File: src/rtl/frame_buffer_arbiter_if.sv
// Signal bundle between the frame-buffer arbiter and its environment: video timing, draw client,
// clear control, BRAM port and scan-out pixel. The arbiter is the slave; the environment is the master.
interface frame_buffer_arbiter_if #(
    parameter int DATA_WIDTH = 8,
    parameter int ADDR_W     = 16,
    parameter int X_W        = 9,
    parameter int Y_W        = 8
);
    logic [10:0]           hcount_in;
    logic [9:0]            vcount_in;
    logic                  ad_in;
    logic                  wr_valid_in;
    logic                  wr_ready_out;
    logic [X_W-1:0]        wr_x_in;
    logic [Y_W-1:0]        wr_y_in;
    logic [DATA_WIDTH-1:0] wr_data_in;
    logic                  clear_req_in;
    logic                  clear_busy_out;
    logic                  clear_done_out;
    logic [15:0]           drop_count_out;
    logic                  mem_en_out;
    logic                  mem_we_out;
    logic [ADDR_W-1:0]     mem_addr_out;
    logic [DATA_WIDTH-1:0] mem_din_out;
    logic [DATA_WIDTH-1:0] mem_dout_in;
    logic [DATA_WIDTH-1:0] pixel_out;
    logic                  pixel_valid_out;

    modport slave (
        input  hcount_in, vcount_in, ad_in,
        input  wr_valid_in, wr_x_in, wr_y_in, wr_data_in, clear_req_in, mem_dout_in,
        output wr_ready_out, clear_busy_out, clear_done_out, drop_count_out,
        output mem_en_out, mem_we_out, mem_addr_out, mem_din_out, pixel_out, pixel_valid_out
    );

    modport master (
        output hcount_in, vcount_in, ad_in,
        output wr_valid_in, wr_x_in, wr_y_in, wr_data_in, clear_req_in, mem_dout_in,
        input  wr_ready_out, clear_busy_out, clear_done_out, drop_count_out,
        input  mem_en_out, mem_we_out, mem_addr_out, mem_din_out, pixel_out, pixel_valid_out
    );
endinterface

File: src/rtl/frame_buffer_arbiter.sv
// Shares one single-port frame-buffer BRAM: display reads own every SCALE-th active cycle,
// the clear engine and then the draw client take whatever cycles remain.
module frame_buffer_arbiter #(
    parameter int                    ACTIVE_H_PIXELS = 1280,
    parameter int                    ACTIVE_LINES    = 720,
    parameter int                    SCALE           = 4,
    parameter int                    DATA_WIDTH      = 8,
    parameter int                    MEM_LATENCY     = 2,
    parameter logic [DATA_WIDTH-1:0] CLEAR_VALUE     = '0
) (
    input  logic                  clk_pixel_in,
    input  logic                  rst_n_in,
    frame_buffer_arbiter_if.slave fb
);
    localparam int FB_W     = ACTIVE_H_PIXELS / SCALE;
    localparam int FB_H     = ACTIVE_LINES / SCALE;
    localparam int FB_DEPTH = FB_W * FB_H;
    localparam int ADDR_W   = $clog2(FB_DEPTH);
    localparam int SHIFT    = $clog2(SCALE);

    typedef enum logic [1:0] {IDLE, CLEAR, DONE} state_e;

    state_e                  state_q;
    logic [ADDR_W-1:0]       clr_addr_q;
    logic [15:0]             drop_cnt_q;
    logic                    mem_en_q;
    logic                    mem_we_q;
    logic [ADDR_W-1:0]       mem_addr_q;
    logic [DATA_WIDTH-1:0]   mem_din_q;
    logic [MEM_LATENCY:0]    slot_pipe_q;
    logic [MEM_LATENCY:0]    ad_pipe_q;
    logic [DATA_WIDTH-1:0]   pixel_q;
    logic                    pixel_valid_q;

    logic                    disp_slot;
    logic                    wr_ready;
    logic                    draw_acc;
    logic                    draw_in_range;
    logic [ADDR_W-1:0]       disp_addr;
    logic [ADDR_W-1:0]       draw_addr;

    assign disp_slot     = fb.ad_in && (fb.hcount_in[SHIFT-1:0] == '0);
    assign disp_addr     = ADDR_W'(32'(fb.vcount_in >> SHIFT) * FB_W + 32'(fb.hcount_in >> SHIFT));
    assign draw_addr     = ADDR_W'(32'(fb.wr_y_in) * FB_W + 32'(fb.wr_x_in));
    assign draw_in_range = (32'(fb.wr_x_in) < FB_W) && (32'(fb.wr_y_in) < FB_H);
    // Gated by reset so every output reads 0 while rst_n_in is low.
    assign wr_ready      = rst_n_in && !disp_slot && (state_q == IDLE);
    assign draw_acc      = fb.wr_valid_in && wr_ready;

    always_ff @(posedge clk_pixel_in or negedge rst_n_in) begin
        if (!rst_n_in) begin
            state_q    <= IDLE;
            clr_addr_q <= '0;
            drop_cnt_q <= '0;
            mem_en_q   <= 1'b0;
            mem_we_q   <= 1'b0;
            mem_addr_q <= '0;
            mem_din_q  <= '0;
        end else begin
            mem_en_q <= 1'b0;
            mem_we_q <= 1'b0;
            if (disp_slot) begin
                mem_en_q   <= 1'b1;
                mem_addr_q <= disp_addr;
            end
            case (state_q)
                IDLE: begin
                    if (draw_acc) begin
                        if (draw_in_range) begin
                            mem_en_q   <= 1'b1;
                            mem_we_q   <= 1'b1;
                            mem_addr_q <= draw_addr;
                            mem_din_q  <= fb.wr_data_in;
                        end else if (drop_cnt_q != 16'hFFFF) begin
                            drop_cnt_q <= drop_cnt_q + 16'd1;
                        end
                    end
                    if (fb.clear_req_in) begin
                        state_q    <= CLEAR;
                        clr_addr_q <= '0;
                    end
                end
                CLEAR: begin
                    // Display slots simply pause the sweep; the address only advances on a write.
                    if (!disp_slot) begin
                        mem_en_q   <= 1'b1;
                        mem_we_q   <= 1'b1;
                        mem_addr_q <= clr_addr_q;
                        mem_din_q  <= CLEAR_VALUE;
                        if (clr_addr_q == ADDR_W'(FB_DEPTH - 1)) begin
                            state_q <= DONE;
                        end else begin
                            clr_addr_q <= clr_addr_q + 1'b1;
                        end
                    end
                end
                DONE:    state_q <= IDLE;
                default: state_q <= IDLE;
            endcase
        end
    end

    // Scan-out: one cycle to register the address, MEM_LATENCY in the BRAM, one into pixel_q.
    always_ff @(posedge clk_pixel_in or negedge rst_n_in) begin
        if (!rst_n_in) begin
            slot_pipe_q   <= '0;
            ad_pipe_q     <= '0;
            pixel_q       <= '0;
            pixel_valid_q <= 1'b0;
        end else begin
            slot_pipe_q   <= (slot_pipe_q << 1) | (MEM_LATENCY + 1)'(disp_slot);
            ad_pipe_q     <= (ad_pipe_q << 1) | (MEM_LATENCY + 1)'(fb.ad_in);
            pixel_valid_q <= ad_pipe_q[MEM_LATENCY];
            if (!ad_pipe_q[MEM_LATENCY]) begin
                pixel_q <= '0;
            end else if (slot_pipe_q[MEM_LATENCY]) begin
                pixel_q <= fb.mem_dout_in;
            end
        end
    end

    assign fb.wr_ready_out    = wr_ready;
    assign fb.clear_busy_out  = (state_q == CLEAR);
    assign fb.clear_done_out  = (state_q == DONE);
    assign fb.drop_count_out  = drop_cnt_q;
    assign fb.mem_en_out      = mem_en_q;
    assign fb.mem_we_out      = mem_we_q;
    assign fb.mem_addr_out    = mem_addr_q;
    assign fb.mem_din_out     = mem_din_q;
    assign fb.pixel_out       = pixel_q;
    assign fb.pixel_valid_out = pixel_valid_q;
endmodule
File: src/flat_wrapper.sv
// flat-port wrapper written by rule: the top's interface ports become plain ports
module frame_buffer_arbiter_flat 
#(
    parameter int                    ACTIVE_H_PIXELS = 1280,
    parameter int                    ACTIVE_LINES    = 720,
    parameter int                    SCALE           = 4,
    parameter int                    DATA_WIDTH      = 8,
    parameter int                    MEM_LATENCY     = 2,
    parameter logic [DATA_WIDTH-1:0] CLEAR_VALUE     = '0
)
  (clk_pixel_in, rst_n_in, fb_hcount_in, fb_vcount_in, fb_ad_in, fb_wr_valid_in, fb_wr_x_in, fb_wr_y_in, fb_wr_data_in, fb_clear_req_in, fb_mem_dout_in, fb_wr_ready_out, fb_clear_busy_out, fb_clear_done_out, fb_drop_count_out, fb_mem_en_out, fb_mem_we_out, fb_mem_addr_out, fb_mem_din_out, fb_pixel_out, fb_pixel_valid_out);
  frame_buffer_arbiter_if #(.DATA_WIDTH(DATA_WIDTH)) fb_i ();
  input  logic clk_pixel_in;
  input  logic rst_n_in;
  input wire logic [$bits(fb_i.hcount_in)-1:0] fb_hcount_in;
  input wire logic [$bits(fb_i.vcount_in)-1:0] fb_vcount_in;
  input wire logic [$bits(fb_i.ad_in)-1:0] fb_ad_in;
  input wire logic [$bits(fb_i.wr_valid_in)-1:0] fb_wr_valid_in;
  input wire logic [$bits(fb_i.wr_x_in)-1:0] fb_wr_x_in;
  input wire logic [$bits(fb_i.wr_y_in)-1:0] fb_wr_y_in;
  input wire logic [$bits(fb_i.wr_data_in)-1:0] fb_wr_data_in;
  input wire logic [$bits(fb_i.clear_req_in)-1:0] fb_clear_req_in;
  input wire logic [$bits(fb_i.mem_dout_in)-1:0] fb_mem_dout_in;
  output wire logic [$bits(fb_i.wr_ready_out)-1:0] fb_wr_ready_out;
  output wire logic [$bits(fb_i.clear_busy_out)-1:0] fb_clear_busy_out;
  output wire logic [$bits(fb_i.clear_done_out)-1:0] fb_clear_done_out;
  output wire logic [$bits(fb_i.drop_count_out)-1:0] fb_drop_count_out;
  output wire logic [$bits(fb_i.mem_en_out)-1:0] fb_mem_en_out;
  output wire logic [$bits(fb_i.mem_we_out)-1:0] fb_mem_we_out;
  output wire logic [$bits(fb_i.mem_addr_out)-1:0] fb_mem_addr_out;
  output wire logic [$bits(fb_i.mem_din_out)-1:0] fb_mem_din_out;
  output wire logic [$bits(fb_i.pixel_out)-1:0] fb_pixel_out;
  output wire logic [$bits(fb_i.pixel_valid_out)-1:0] fb_pixel_valid_out;
  assign fb_i.hcount_in = fb_hcount_in;
  assign fb_i.vcount_in = fb_vcount_in;
  assign fb_i.ad_in = fb_ad_in;
  assign fb_i.wr_valid_in = fb_wr_valid_in;
  assign fb_i.wr_x_in = fb_wr_x_in;
  assign fb_i.wr_y_in = fb_wr_y_in;
  assign fb_i.wr_data_in = fb_wr_data_in;
  assign fb_i.clear_req_in = fb_clear_req_in;
  assign fb_i.mem_dout_in = fb_mem_dout_in;
  assign fb_wr_ready_out = fb_i.wr_ready_out;
  assign fb_clear_busy_out = fb_i.clear_busy_out;
  assign fb_clear_done_out = fb_i.clear_done_out;
  assign fb_drop_count_out = fb_i.drop_count_out;
  assign fb_mem_en_out = fb_i.mem_en_out;
  assign fb_mem_we_out = fb_i.mem_we_out;
  assign fb_mem_addr_out = fb_i.mem_addr_out;
  assign fb_mem_din_out = fb_i.mem_din_out;
  assign fb_pixel_out = fb_i.pixel_out;
  assign fb_pixel_valid_out = fb_i.pixel_valid_out;
  frame_buffer_arbiter #(.ACTIVE_H_PIXELS(ACTIVE_H_PIXELS), .ACTIVE_LINES(ACTIVE_LINES), .SCALE(SCALE), .DATA_WIDTH(DATA_WIDTH), .MEM_LATENCY(MEM_LATENCY), .CLEAR_VALUE(CLEAR_VALUE)) u_core (.clk_pixel_in(clk_pixel_in), .rst_n_in(rst_n_in), .fb(fb_i));
endmodule
File: config.mk
export PLATFORM = sky130hd
export DESIGN_NAME = frame_buffer_arbiter_flat
export DESIGN_NICKNAME = d
export VERILOG_FILES = /design/src/rtl/frame_buffer_arbiter_if.sv /design/src/rtl/frame_buffer_arbiter.sv /design/src/flat_wrapper.sv
export SDC_FILE = /design/constraint.sdc
export NUM_CORES = 1
export LEC_CHECK = 0
export CORE_MARGIN = 1.5
export CORE_UTILIZATION = 25
export CTS_CLUSTER_DIAMETER = 100
export DETAILED_ROUTE_END_ITERATION = 10
export PLACE_DENSITY_LB_ADDON = 0.08
export SLEW_MARGIN = 10
export SYNTH_ARGS = -nofsm -noshare
export SYNTH_HDL_FRONTEND = slang
export SYNTH_SLANG_ARGS = --single-unit
File: constraint.sdc
create_clock -name clk_pixel_in -period 2.1 [get_ports clk_pixel_in]
set_input_delay 0.21 -clock clk_pixel_in [delete_from_list [all_inputs] [get_ports clk_pixel_in]]
set_output_delay 0.21 -clock clk_pixel_in [all_outputs]
set_load 0.01 [all_outputs]
Yosys cells after proc, flatten, opt, wreduce, memory -nomap -nowiden
Cells that the tools add are included.
{"block": "totals", "output_inout_bits": 54, "regBits": 75}
{"block": "classes", "magnitude_cmp": 2, "n_eq_ne": 11, "addsub": 4, "bitwise_logic": 3, "n_reduce_logical": 13, "mul": 2, "n_mux": 28}
{"operator": "$mux 16", "n": 7}
{"operator": "$pmux 16 s2", "n": 2}
{"operator": "$mux 8", "n": 5}
{"operator": "$add 16x1->16 const B", "n": 2}
{"operator": "$add 16x9->16", "n": 2}
{"operator": "$mul 8x3->10 const B", "n": 2}
{"operator": "$eq 16x16->1 const B", "n": 1}
{"operator": "$ne 16x16->1 const B", "n": 1}
{"operator": "$pmux 8 s2", "n": 1}
{"operator": "$reduce_and 4->1", "n": 3}
{"operator": "$lt 9x9->1 const B", "n": 1}
{"operator": "$lt 8x8->1 const B", "n": 1}
{"operator": "$ne 2x1->1 const B", "n": 4}
{"operator": "$mux 1", "n": 7}
{"operator": "$mux 2", "n": 3}
{"operator": "$ne 2x2->1 const B", "n": 3}
{"operator": "$or 3x1->3", "n": 2}
{"operator": "$logic_and 1x1->1", "n": 5}
{"operator": "$logic_not 2->1", "n": 2}
{"operator": "$pmux 1 s2", "n": 2}
{"operator": "$pmux 2 s2", "n": 1}
{"operator": "$reduce_and 3->1", "n": 1}
{"operator": "$eq 2x1->1 const B", "n": 1}
{"operator": "$eq 2x2->1 const B", "n": 1}
{"operator": "3 further kinds", "n": 3}

Logic depth before layout (Yosys ltp)
{"block": "depth", "ltp_word": 8, "depth_mapped": 10, "mapped_depth_nobuf": 10}

Worst setup path before layout
No wires, ideal clock.
{"block": "synth_timing", "path_type": "input port to flip-flop", "startpoint": "input fb_vcount_in[3]", "endpoint": "register u_core.mem_addr_q[11], in the netlist u_core.fb.mem_addr_out[11]", "arrival_time_ns": 2.246, "setup_time_ns": 0.121, "slack_ns": -0.267, "required_ns": 1.979, "n_path_buf": 0, "stages": 10, "path_cell_list": "ha_1 > ha_1 > inv_1 > fa_1 > nand2b_1 > nor4_1 > o21ai_0 > nand2_1 > o2bb2ai_1 > a22o_1"}
{"block": "synth_via", "elab_chain_len": 6, "elab_cells_between_ends": 7, "classes_between": "add/sub: 1; mul: 1; mux: 5"}
{"item": "start: declaration", "line_no": "flat_wrapper.sv:16", "text": "input wire logic [$bits(fb_i.vcount_in)-1:0] fb_vcount_in;"}
{"item": "$mul 8x3->10 (*)", "line_no": "frame_buffer_arbiter.sv:43", "text": "assign disp_addr = ADDR_W'(32'(fb.vcount_in >> SHIFT) * FB_W + 32'(fb.hcount_in >> SHIFT));"}
{"item": "$add 16x9->16 (*)", "line_no": "frame_buffer_arbiter.sv:43"}
{"item": "$mux 16 (*)", "line_no": "frame_buffer_arbiter.sv:62", "text": "if (disp_slot) begin"}
{"item": "$mux 16", "line_no": "frame_buffer_arbiter.sv:69", "text": "if (draw_in_range) begin"}
{"item": "$mux 16", "line_no": "frame_buffer_arbiter.sv:68", "text": "if (draw_acc) begin"}
{"item": "$pmux 16 s2 (*)", "line_no": "frame_buffer_arbiter.sv:66", "text": "case (state_q)"}
{"item": "end signal: assignment", "line_no": "frame_buffer_arbiter.sv:64", "text": "mem_addr_q <= disp_addr;"}
{"item": "end signal: assignment", "line_no": "frame_buffer_arbiter.sv:72", "text": "mem_addr_q <= draw_addr;"}
{"item": "end signal: assignment", "line_no": "frame_buffer_arbiter.sv:88", "text": "mem_addr_q <= clr_addr_q;"}
{"item": "end: declaration", "line_no": "frame_buffer_arbiter.sv:28", "text": "logic [ADDR_W-1:0] mem_addr_q;"}
Mark *: on every way between the ends. The rest lies on a longest branch, timed or not.
A chain may end at the register's enable or synchronous reset.

Worst setup path in the final report
{"block": "layout_timing", "startpoint": "register u_core.state_q[0]", "endpoint": "output fb_clear_busy_out"}
{"block": "layout_via", "elab_chain_len": 1}
{"item": "start: declaration", "line_no": "frame_buffer_arbiter.sv:23", "text": "state_e state_q;"}
{"item": "start signal: assignment", "line_no": "frame_buffer_arbiter.sv:52", "text": "state_q <= IDLE;"}
{"item": "start signal: assignment", "line_no": "frame_buffer_arbiter.sv:79", "text": "state_q <= CLEAR;"}
{"item": "start signal: assignment", "line_no": "frame_buffer_arbiter.sv:91", "text": "state_q <= DONE;"}
{"item": "$eq 2x1->1", "line_no": "frame_buffer_arbiter.sv:123", "text": "assign fb.clear_busy_out = (state_q == CLEAR);"}
{"item": "end: declaration", "line_no": "flat_wrapper.sv:25", "text": "output wire logic [$bits(fb_i.clear_busy_out)-1:0] fb_clear_busy_out;"}
Every way passes these cells.

==> reports/metrics.yaml <==
grt_use_total: 0.158
tightest_slew_ns: 0.844
yosysWarnings: 0
critPathArrivalTime_ns: 1.82
wl_mm: 15.0
critPathCaptureType: "output port"
pin_count: 113
crit_end: "fb_clear_busy_out"
start_util: 0.255
first_global_vias: 4704
ant_nets: 0
cts_tree: "built"
path_clk_slew_ns: 0.06
irDropWorstVdd_mv: 0.304
hp-class: "input port to async pin"
grt_pass1_wl_mm: 24.5
postLayoutCoreUtil: 0.404
r2r_cells: 8
num_vias: 4510
die-area_mm2: 0.0199
synth_top_area_cell: "dfrtp_1"
fin_crit_ns: 2.03
r2r-start: "u_core.clr_addr_q[0]"
grt_max_degree: 64
cts_made_buffers: 9
rsz0062_at_grt: "false"
cts.sinks: 75
hold_viol_final: 0
die_x_um: 141
period_share: 0.966
core_mm2: 0.0187
gp_congestion: 0.803
clock.fmax_ghz: 0.493
row_count: 50
setup-violations-final: 0
antennaDiodeCount: 0
clk_latency_ns: 0.34
numPortBuffers: 110
fin_skew_ns: 0.00653
syn_to_final_growth_pct: 58.6
fin_tns_setup_ns: 0
power.leakage_nw: 3.23
drt_iter0_drc: 165
worstReg2RegEnd: "u_core.clr_addr_q[14]"
cts_buffer_depth: 2
worst_slack_ns: 0.0723
syn_inst: 506
critPathMaxFanout: 9
synth_fp_nets: 601
firstDrtPassIters: 4
yosys-top-cells-area: "dfrtp_1, ha_1, nand2_1"
dp_slack_ns: -0.749
dp_hpwl_mm: 11.5
synth_edf_count: 0
max_cap_viol_count: 0
r2r_slack_ns: 0.14
drcViolationCount: 0
fp.dieH_um: 141
synthArstFlopShare: 1.00
routedWlPerCell_um: 15.7
grt_antenna_before_repair: 0
avgSynthCellArea_um2: 9.42
yosys.area.top_type_share: 0.394
status: "completed"
yosysSeqAreaShare: 0.394
synthDistinctLibCells: 67
syn_area_mm2: 0.00477
viasPerCell: 4.73
yosys_register_bits: 75
nets: 810
start_kind: "flop"
crit_type: "flop to output port"
p_per_area_mw_per_mm2: 645
drv_slew: 0
htreeDepth: 3
drive_gt1_frac: 0.268
synth_flop_cell: "dfrtp_1"
grt_overflow_total: 0
crit_start: "u_core.state_q[0]"
cp.required_ns: 1.89
slew_headroom: 0.437
clock-root-buffer: "clkbuf_16"
hold_slack_ns: 0.291
metal layers:
layer / track usage / vias up / share of wire
met5: 0 / - / 0
met4: 0.0630 / 0 / 0.020
met3: 0.0197 / 15 / 0.032
met2: 0.267 / 103 / 0.47
met1: 0.204 / 2146 / 0.48
li1: - / 2246 / -
worst min path at each step:
stage / endpoint / slack (ns)
final: u_core.fb.drop_count_out[13] / 0.29
after global routing: u_core.fb.drop_count_out[13] / 0.31
after CTS: u_core.fb.drop_count_out[13] / 0.29
after detailed placement: u_core.fb.drop_count_out[15] / 0.10
after global placement: u_core.fb.drop_count_out[15] / 0.1
after floorplan: u_core.ad_pipe_q[0] / -0.09
kinds of logic after synthesis:
kind of cell | count (synthesis) | synth area share
AND/OR/NAND/NOR | 175 | 0.187
buffers and inverters | 42 | 0.0352
XOR/XNOR | 38 | 0.0698
adder cells (fa/ha/maj) | 36 | 0.101
AO/OA/AOI/OAI | 123 | 0.177
flip-flops | 75 | 0.394
multiplexers | 17 | 0.0360
cells in the mapped netlist (all sizes together) (3+ instances only):
cell type,count
and4,3
o22ai,9
inv,23
nor3b,4
dfrtp,75
o21a,6
nand2,53
a22oi,7
a211oi,4
nor4b,4
or3,6
nand4,12
a21oi,16
nor2b,13
ha,32
mux2i,16
and3,5
xnor2,16
nand3,19
buf,6
o211ai,12
nor2,38
clkbuf,12
o31a,3
xor2,22
fa,4
nand2b,3
o21ai,39
worst max-delay path, cell delays in order (launching register included):
cell and delay (ns):
dfrtp_1 0.46, buf_4 0.21, nand2_1 0.08, inv_1 0.16, clkdlybuf4s50_1 0.57
area by class of cell:
cell class                      instances  area (µm²)
Clock inverter                          6        42.5
Timing Repair Buffer                  216        1870
Inverter                               24        90.1
Tap cell                              234         293
Multi-Input combinational cell        389        3160
Fill cell                            1838       11100
Sequential cell                        75        1880
Clock buffer                           10         229
per-stage QoR:
stage               cell area (µm²)  std cells  total power [mW]
global placement               6990        931              3.35
CTS                            7470        952              4.92
global route                   7560        954              5.23
floorplan                      4920        506              2.51
detailed placement             6990        931              3.37
finish                         7560        954              4.88
report_power, final:
part	internal, mW	leakage [nW]	switching (mW)
combinational	0.957	2.12	0.771
sequential	1.59	0.987	0.131
clock	0.800	0.128	0.630
total	3.35	3.23	1.53
registers in the layout, summed over array words and instances (netlist names), 2 cells and up:
signal / cells
u_core.slot_pipe_q: 3
u_core.fb.drop_count_out: 16
u_core.fb.pixel_out: 8
u_core.clr_addr_q: 16
u_core.fb.mem_addr_out: 16
u_core.state_q: 2
u_core.fb.mem_din_out: 8
u_core.ad_pipe_q: 3
cells in the final DEF (no fill, tap or decap), drive strengths merged, types with 4 or more instances in the layout:
master	n
a21oi	16
inv	23
a211oi	4
o21ai	39
or3	6
buf	111
o211ai	12
o21a	6
nor4b	4
clkbuf	15
nor2	38
nand3	19
o22ai	9
and3	5
clkinv	5
nor2b	13
a22oi	7
dfrtp	75
nor3b	4
xnor2	16
nand4	12
clkdlybuf4s50	93
fa	4
xor2	22
ha	32
mux2i	16
nand2	53
what timing repair did:
action	4_1_cts	5_1_grt
pin swaps	19	22
gates resized for setup	54	35
setup endpoints to repair	7	12
hold endpoints to repair	12	0
buffers inserted	4	2
hold buffers	1	0
(Power assumes the default switching activity.)
